## config.mk

```make
export PLATFORM = sky130hd
export DESIGN_NAME = gcd_ctrl_flat
export DESIGN_NICKNAME = d
export VERILOG_FILES = /design/src/rtl/gcd_pkg.sv /design/src/rtl/gcd_ctrl_if.sv /design/src/rtl/gcd_iter_cnt.sv /design/src/rtl/gcd_ctrl.sv /design/src/flat_wrapper.sv
export SDC_FILE = /design/constraint.sdc
export NUM_CORES = 1
export LEC_CHECK = 0
export ABC_AREA = 0
export CORE_MARGIN = 3
export CORE_UTILIZATION = 33
export CTS_CLUSTER_SIZE = 40
export DETAILED_ROUTE_END_ITERATION = 8
export GPL_TIMING_DRIVEN = 0
export PLACE_DENSITY_LB_ADDON = 0.05
export RECOVER_POWER = 100
export SETUP_SLACK_MARGIN = 0.2
export SLEW_MARGIN = 20
export SYNTH_ARGS = -nofsm -noshare
export SYNTH_HDL_FRONTEND = slang
export SYNTH_SLANG_ARGS = --single-unit
```

## constraint.sdc

```tcl
create_clock -name clk -period 1.48 [get_ports clk]
set_input_delay 0.296 -clock clk [delete_from_list [all_inputs] [get_ports clk]]
set_output_delay 0.296 -clock clk [all_outputs]
set_load 0.005 [all_outputs]
```

## src/rtl/gcd_pkg.sv

```systemverilog
// Purpose: shared types and constants for the subtractive GCD control/datapath pair.
// Latency: n/a (declarations only).
// Backpressure: n/a.
package gcd_pkg;

  // Operand width shared by the controller, datapath and bench.
  localparam int GCD_W = 4;

  // Worst-case subtraction count for GCD_W-bit operands: gcd(2**W-1, 1).
  localparam int GCD_MAX_ITER = 2**GCD_W - 2;

  typedef enum logic [2:0] {
    IDLE,
    LOAD,
    CMP,
    DONE,
    ERR
  } gcd_state_t;

endpackage

```

## src/rtl/gcd_ctrl_if.sv

```systemverilog
// Purpose: request handshake plus datapath control/flag bundle between system logic, gcd_ctrl and gcd_datapath.
// Latency: n/a (wires only).
// Backpressure: start is only taken while ready is high; no queuing.
// Ports: start/A/B/eq_flag/bigger toward the controller (slave), strobes and status back out (master side drives inputs).
interface gcd_ctrl_if
  import gcd_pkg::*;
#(
  parameter int W        = GCD_W,
  parameter int MAX_ITER = GCD_MAX_ITER,
  parameter int CW       = $clog2(MAX_ITER + 1)
);

  // Request side
  logic          start;
  logic [W-1:0]  A;
  logic [W-1:0]  B;
  logic          ready;
  logic          busy;
  logic          res_valid;
  logic          err;
  logic [CW-1:0] iter_count;

  // Datapath side
  logic          eq_flag;
  logic          bigger;
  logic          rst_dp;
  logic          A_sel;
  logic          B_sel;
  logic          A_load;
  logic          B_load;
  logic          done;

  // Controller end of the bundle.
  modport slave (
    input  start, A, B, eq_flag, bigger,
    output ready, busy, res_valid, err, iter_count,
    output rst_dp, A_sel, B_sel, A_load, B_load, done
  );

  // Requester/datapath end of the bundle.
  modport master (
    output start, A, B, eq_flag, bigger,
    input  ready, busy, res_valid, err, iter_count,
    input  rst_dp, A_sel, B_sel, A_load, B_load, done
  );

endinterface

```

## src/rtl/gcd_iter_cnt.sv

```systemverilog
// Purpose: subtraction counter for one GCD job, with clear, increment and terminal count.
// Latency: count updates one cycle after clr/inc.
// Backpressure: none; inc is ignored once count reaches MAX_ITER (saturating).
// Ports: clk, rst (sync, active-high), clr, inc in; count (CW bits), tc (count==MAX_ITER) out.
module gcd_iter_cnt #(
  parameter int MAX_ITER = 14,
  parameter int CW       = $clog2(MAX_ITER + 1)
) (
  input  logic          clk,
  input  logic          rst,
  input  logic          clr,
  input  logic          inc,
  output logic [CW-1:0] count,
  output logic          tc
);

  logic [CW-1:0] count_q;
  logic [CW-1:0] count_d;

  assign tc    = (count_q == CW'(MAX_ITER));
  assign count = count_q;

  always_comb begin
    count_d = count_q;
    if (clr) begin
      count_d = '0;
    end else if (inc && !tc) begin
      count_d = count_q + CW'(1);
    end
  end

  always_ff @(posedge clk) begin
    if (rst) begin
      count_q <= '0;
    end else begin
      count_q <= count_d;
    end
  end

endmodule

```

## src/rtl/gcd_ctrl.sv

```systemverilog
// Purpose: control FSM for the subtractive GCD datapath; rejects zero operands and times out runaway jobs.
// Latency: 3+k cycles from accepted start to res_valid (k = subtractions); 1 cycle for a zero operand.
// Backpressure: ready only in IDLE; start elsewhere is dropped, never queued.
// Ports: clk, rst (sync, active-high); bus (gcd_ctrl_if.slave) carrying start/A/B, flags, strobes and status.
module gcd_ctrl
  import gcd_pkg::*;
#(
  parameter int W        = GCD_W,
  parameter int MAX_ITER = GCD_MAX_ITER
) (
  input  logic       clk,
  input  logic       rst,
  gcd_ctrl_if.slave  bus
);

  localparam int          CW   = $clog2(MAX_ITER + 1);
  localparam logic [W-1:0] ZERO = '0;

  gcd_state_t state_q;
  gcd_state_t state_d;

  logic cnt_clr;
  logic cnt_inc;
  logic cnt_tc;

  logic a_sel;
  logic b_sel;
  logic a_load;
  logic b_load;
  logic done;

  gcd_iter_cnt #(
    .MAX_ITER (MAX_ITER),
    .CW       (CW)
  ) u_iter_cnt (
    .clk   (clk),
    .rst   (rst),
    .clr   (cnt_clr),
    .inc   (cnt_inc),
    .count (bus.iter_count),
    .tc    (cnt_tc)
  );

  always_ff @(posedge clk) begin
    if (rst) begin
      state_q <= IDLE;
    end else begin
      state_q <= state_d;
    end
  end

  always_comb begin
    state_d = state_q;
    cnt_clr = 1'b0;
    cnt_inc = 1'b0;
    a_sel   = 1'b0;
    b_sel   = 1'b0;
    a_load  = 1'b0;
    b_load  = 1'b0;
    done    = 1'b0;

    case (state_q)
      IDLE: begin
        if (bus.start) begin
          // A zero operand would make the subtraction loop spin forever.
          if (bus.A == ZERO || bus.B == ZERO) begin
            state_d = ERR;
          end else begin
            state_d = LOAD;
            cnt_clr = 1'b1;
          end
        end
      end

      LOAD: begin
        a_load  = 1'b1;
        b_load  = 1'b1;
        state_d = CMP;
      end

      CMP: begin
        // Equality wins over the watchdog so a job that converges on its
        // last allowed step still completes.
        if (bus.eq_flag) begin
          done    = 1'b1;
          state_d = DONE;
        end else if (cnt_tc) begin
          state_d = ERR;
        end else if (bus.bigger) begin
          a_sel   = 1'b1;
          a_load  = 1'b1;
          cnt_inc = 1'b1;
        end else begin
          b_sel   = 1'b1;
          b_load  = 1'b1;
          cnt_inc = 1'b1;
        end
      end

      DONE:    state_d = IDLE;
      ERR:     state_d = IDLE;
      default: state_d = IDLE;
    endcase
  end

  assign bus.A_sel     = a_sel;
  assign bus.B_sel     = b_sel;
  assign bus.A_load    = a_load;
  assign bus.B_load    = b_load;
  assign bus.done      = done;
  assign bus.ready     = (state_q == IDLE);
  assign bus.busy      = (state_q == LOAD) || (state_q == CMP);
  assign bus.res_valid = (state_q == DONE) || (state_q == ERR);
  assign bus.err       = (state_q == ERR);
  // ERR clears the datapath so a failed job leaves res at zero.
  assign bus.rst_dp    = rst || (state_q == ERR);

endmodule

```

## src/flat_wrapper.sv

```systemverilog
// flat-port wrapper written by rule: the top's interface ports become plain ports
module gcd_ctrl_flat import gcd_pkg::*;
#(
  parameter int W        = GCD_W,
  parameter int MAX_ITER = GCD_MAX_ITER
)
  (clk, rst, bus_start, bus_A, bus_B, bus_eq_flag, bus_bigger, bus_ready, bus_busy, bus_res_valid, bus_err, bus_iter_count, bus_rst_dp, bus_A_sel, bus_B_sel, bus_A_load, bus_B_load, bus_done);
  gcd_ctrl_if #(.W(W), .MAX_ITER(MAX_ITER)) bus_i ();
  input  logic clk;
  input  logic rst;
  input wire logic [$bits(bus_i.start)-1:0] bus_start;
  input wire logic [$bits(bus_i.A)-1:0] bus_A;
  input wire logic [$bits(bus_i.B)-1:0] bus_B;
  input wire logic [$bits(bus_i.eq_flag)-1:0] bus_eq_flag;
  input wire logic [$bits(bus_i.bigger)-1:0] bus_bigger;
  output wire logic [$bits(bus_i.ready)-1:0] bus_ready;
  output wire logic [$bits(bus_i.busy)-1:0] bus_busy;
  output wire logic [$bits(bus_i.res_valid)-1:0] bus_res_valid;
  output wire logic [$bits(bus_i.err)-1:0] bus_err;
  output wire logic [$bits(bus_i.iter_count)-1:0] bus_iter_count;
  output wire logic [$bits(bus_i.rst_dp)-1:0] bus_rst_dp;
  output wire logic [$bits(bus_i.A_sel)-1:0] bus_A_sel;
  output wire logic [$bits(bus_i.B_sel)-1:0] bus_B_sel;
  output wire logic [$bits(bus_i.A_load)-1:0] bus_A_load;
  output wire logic [$bits(bus_i.B_load)-1:0] bus_B_load;
  output wire logic [$bits(bus_i.done)-1:0] bus_done;
  assign bus_i.start = bus_start;
  assign bus_i.A = bus_A;
  assign bus_i.B = bus_B;
  assign bus_i.eq_flag = bus_eq_flag;
  assign bus_i.bigger = bus_bigger;
  assign bus_ready = bus_i.ready;
  assign bus_busy = bus_i.busy;
  assign bus_res_valid = bus_i.res_valid;
  assign bus_err = bus_i.err;
  assign bus_iter_count = bus_i.iter_count;
  assign bus_rst_dp = bus_i.rst_dp;
  assign bus_A_sel = bus_i.A_sel;
  assign bus_B_sel = bus_i.B_sel;
  assign bus_A_load = bus_i.A_load;
  assign bus_B_load = bus_i.B_load;
  assign bus_done = bus_i.done;
  gcd_ctrl #(.W(W), .MAX_ITER(MAX_ITER)) u_core (.clk(clk), .rst(rst), .bus(bus_i));
endmodule
```

* Word-level counts from Yosys, hierarchy flattened
Index checks and enable logic that the tools add are counted.
** Storage, ports and cells
- Logic and storage cells :: 44
- Output and inout port bits :: 14
- Register bits :: 7
- Input port bits :: 13
** Cells by class
- Equality and inequality tests :: 7
- Reductions and logical operators :: 11
- Add/subtract/negate cells :: 1
- Muxes and demuxes :: 23
** Operator list (count)
- $mux W1 :: 16
- $mux W3 :: 4
- $pmux W3 S3 :: 1
- $logic_not A4 Y1 :: 2
- $eq A3 B2 Y1 const B :: 2
- $add A4 B1 Y4 const B :: 1
- $eq A4 B4 Y1 const B :: 1
- $logic_or A1 B1 Y1 :: 4
- $pmux W1 S2 :: 2
- $eq A3 B1 Y1 const B :: 1
- $eq A3 B3 Y1 const B :: 1
- $logic_not A3 Y1 :: 1
- $ne A3 B3 Y1 const B :: 1
- $ne A2 B2 Y1 const B :: 1
- $reduce_and A2 Y1 :: 1
- $reduce_or A2 Y1 :: 1
- $logic_and A1 B1 Y1 :: 1
- $logic_not A1 Y1 :: 1

* Longest topological paths before layout
- Depth in word-level cells :: 6
- Depth in mapped cells :: 5
- Gate-level depth less buffers :: 5

* By module
Synthesis repeated with hierarchy kept, for this count alone.
** Second synthesis, totals
- Cells, all modules :: 61
- Area total of the unflattened synthesis :: 489.2 um^2
** By module, submodules not included
- gcd_ctrl :: sequential area each 60.1 um^2, cells an instance 37, area an instance 272.8 um^2, times used 1
- gcd_iter_cnt :: sequential area each 80.1 um^2, cells an instance 24, area an instance 216.5 um^2, times used 1

* Least setup slack after synthesis
No wires, ideal clock.
- Path type :: register to output
- Start :: register u_core.state_q[2]
- End :: output port bus_A_load
- Arrival time :: 1.291 ns
- Path buffers :: 1
- Setup slack :: -0.107 ns
- Required time :: 1.184 ns
- Stages on the path, launching flop included :: 5
- Path through :: dfxtp_1 clkbuf_1 nor4b_1 and3_1 o21bai_1
** Between the ends
- Cells in the longest elaborated chain, start to end :: 2
- Elaborated cells between the ends (all ways) :: 3
- Those cells by class :: eq/ne (2); mux (1)
** Ends and longest elaborated chain
- from (decl) :: RTL line gcd_ctrl.sv:19 : gcd_state_t state_q;
- from (signal assigned) :: RTL line gcd_ctrl.sv:48 : state_q <= state_d;
- $eq A3 B2 Y1 or $eq A3 B1 Y1 (tied branches) :: RTL line gcd_ctrl.sv:62 : case (state_q)
- $pmux W1 S2 (*) :: RTL line gcd_ctrl.sv:62
- to (decl) :: RTL line flat_wrapper.sv:24 : output wire logic [$bits(bus_i.A_load)-1:0] bus_A_load;
Mark *: on every way between the ends. The rest lies on a longest branch, timed or not.

* Worst setup path in the final report
Ends and elaborated chain as after synthesis.

==> impl_metrics.yaml <==
synthesis:
  synth_top_cell_by_area: "dfxtp_1"
  synth_top_area_share_pct: 29.2
  synth_xor_area_share_pct: 0
  ys_seq_area_share_pct: 29.2
  synthTopCellsByArea: "dfxtp_1 (29%), a211oi_1 (7.8%), a21oi_1 (5.2%)"
  synthCells: 59
  avgSynthCellArea_um2: 8.12
  synth_compound_area_share_pct: 27.4
  synth_area_um2: 479
  ys_async_sr_fraction_pct: 0
  synth_ff_type: "dfxtp_1"
  syn_nets: 74
  synth.distinct_cells: 28
  synth_simple_gate_area_share_pct: 30.5
  synth_adder_area_share_pct: 5.22
  ys_ff_latch: 7
  synthMuxAreaShare_pct: 0
  synth_top_family_by_area: "simple AND/OR/NAND/NOR gates"
  synth_edf_count: 0
  synth_warnings: 0
cells_and_area:
  antenna_cells: 0
  fillCellCount: 90
  fin_area_um2: 1070
  drive_gt1_share_pct: 60.0
  finalNetCount: 126
  layout.cells.non_filler: 125
  layout_common_cells: "buf_4 (17), buf_6 (10), clkdlybuf4s50_1 (9)"
  area_growth_pct: 122
  final_common_cell: "buf_4"
place:
  gp_congestion: 0.734
  place_hpwl_um: 969
  port_buffers: 26
  dp_cells: 100
  dpl_cell_area_um2: 782
drt:
  post-route-drc-count: 0
  vias: 680
  ant_nets: 0
  dr_wl_met2_um: 944
  drt_wl_total_um: 1880
  dr.first_iter.drc_count: 5
  wl_per_cell_um: 15.0
  wl_met1_um: 769
  wl_met3_um: 134
  top_layer_used: "met4"
  routed_via_density: 5.44
  dr.pass1.iters: 4
run:
  drv_cap: 0
timing:
  setup_viol: 16
  setup_slack_ns: -0.311
  hold_viol: 0
  final_max_slew_viol_count: 0
  rsz0062_at_grt: "yes"
  fin_crit_ns: 1.79
  clock_skew_ns: 0.00237
  clock.fmax_mhz: 558
  finalCritPeriodShare_pct: 121
  slew_headroom_pct: 71.9
  fin_hold_ws_ns: 0.524
  worst_pin_slew_ns: 0.418
global_route:
  gr-total-overflow: 0
  grt_max_degree: 8
  grt_pass1_vias: 680
  grt_pass1_wl_um: 2890
  antenna_found_initial: 0
  track_usage_pct: 19.4
status:
  violations: "negative setup slack"
  status: "complete, but fails checks"
die:
  die_h_um: 44.1
  initial_core_util_pct: 35.9
  die_w_um: 44.1
  rows: 13
  ios: 27
  core_area_um2: 1330
  dieArea_um2: 1950
cts:
  htreeDepth: 1
  cts_tree: "done"
  clk_latency_ns: 0.26
  cts-root-buf: "clkbuf_4"
  clock-sinks: 7
  clkTransAtPathRegs_ns: 0.05
  max-clock-path-buffers: 2
  cts_made_buffers: 3
power:
  vdd_drop_max_mv: 0.556
  p_seq_share_pct: 22.2
  combPwrFrac_pct: 59.8
  power.density_nw_per_um2: 948
  p_sw_uw: 337
  p_clk_share_pct: 17.9
  cell_internal_pwr_uw: 674
  total_leakage_power_nw: 0.462
  switching_share_pct: 33.3
setup_path:
  cpPeakStageDelay_ns: 0.32
  start_kind: "flip-flop"
  crit_fanout: 4
  critical-path-slowest-cell: "dfxtp_2"
  critical_path_required_ns: 1.18
  crit_arrival_ns: 1.50
  worstSetupPathType: "flip-flop to primary output"
  endpoint_kind: "primary output"
  crit_chain: "buf_8 -> nor4b_4 -> and3_4 -> o21bai_1 -> buf_2"
hold_path:
  worstHoldPathType: "flip-flop to flip-flop"
==> Yosys cell counts, types with 2 or more instances <==
master and instances:
buf_2 2, nor2_1 2, o31ai_1 3, ha_1 2, inv_1 3, nand2b_1 2, nand2_1 2, and3_1 2
or3_1 3, nand3_1 4, or4_1 2, dfxtp_1 7, a21oi_1 5, a211oi_1 5, o21bai_1 2
==> metrics by stage <==
stage | setup slack [ns] | util, % | setup TNS [ns] | total power [mW]
6_report | -0.311 | 79.9 | -2.41 | 1.01
5_1_grt | -0.393 | 79.9 | -3.57 | 1.07
4_1_cts | -0.239 | 74.0 | -1.62 | 0.945
3_5_place_dp | -0.845 | 58.6 | -7.26 | 0.616
3_3_place_gp | -0.859 | 58.6 | -7.29 | 0.613
2_1_floorplan | -0.0100 | - | -0.0201 | 0.429
==> power by group through the flow <==
stage | sequential, mW | clock (mW) | combinational (mW)
2_1_floorplan | 0.224 | 0 | 0.205
5_1_grt | 0.228 | 0.197 | 0.651
6_report | 0.225 | 0.181 | 0.605
3_3_place_gp | 0.225 | 0 | 0.388
4_1_cts | 0.224 | 0.183 | 0.538
3_5_place_dp | 0.225 | 0 | 0.391
==> final timing paths <==
path	from	end	slack (ns)	cells after the start
max	u_core.state_q[2]	bus_A_load	-0.31	5
min	u_core.u_iter_cnt.count[0]	u_core.u_iter_cnt.count[0]	0.52	2
max reg2reg	u_core.state_q[0]	u_core.u_iter_cnt.count[3]	-0.22	6
min reg2reg	u_core.u_iter_cnt.count[0]	u_core.u_iter_cnt.count[0]	0.52	2
==> routing by layer <==
layer,vias up,GRT usage [%]
li1,330,-
met1,315,21.6
met2,31,35.5
met3,4,6.91
met4,0,3.61
met5,-,0
==> timing repair <==
action / CTS / global route
endpoints found under the setup margin: 20 / 18
buffers inserted: 16 / 5
resized for setup: 78 / 12
pin swaps: 14 / 4
hold buffers: 0 / 0
==> critical path, delay by kind of cell (launching register included) <==
family / cells / cell delay, ns
AOI/OAI and AO/OA: 1 / 0.10
buffers and inverters: 2 / 0.25
DFF: 1 / 0.32
and+or+nand+nor: 2 / 0.57
==> state kept, by name, indices dropped and copies added (netlist names) <==
register,cells
u_core.state_q,3
u_core.u_iter_cnt.count,4
==> layout make-up <==
cell class | count | area (um^2) | area share (%)
Clock buffer | 4 | 26.3 | 2.46
Multi-Input combinational cell | 45 | 413 | 38.7
Sequential cell | 7 | 154 | 14.4
Inverter | 3 | 11.3 | 1.06
Buffer | 4 | 48.8 | 4.58
Timing Repair Buffer | 47 | 394 | 37.0
Tap cell | 15 | 18.8 | 1.76
==> logic make-up (layout without fill, tap and decap cells) <==
logic type | count (synthesis) | in the layout
and+or+nand+nor | 24 | 24
AOI/OAI and AO/OA | 19 | 19
DFF | 7 | 7
adders and majority gates | 2 | 2
buffers and inverters | 7 | 58
Power figures use the tool's default switching activity.
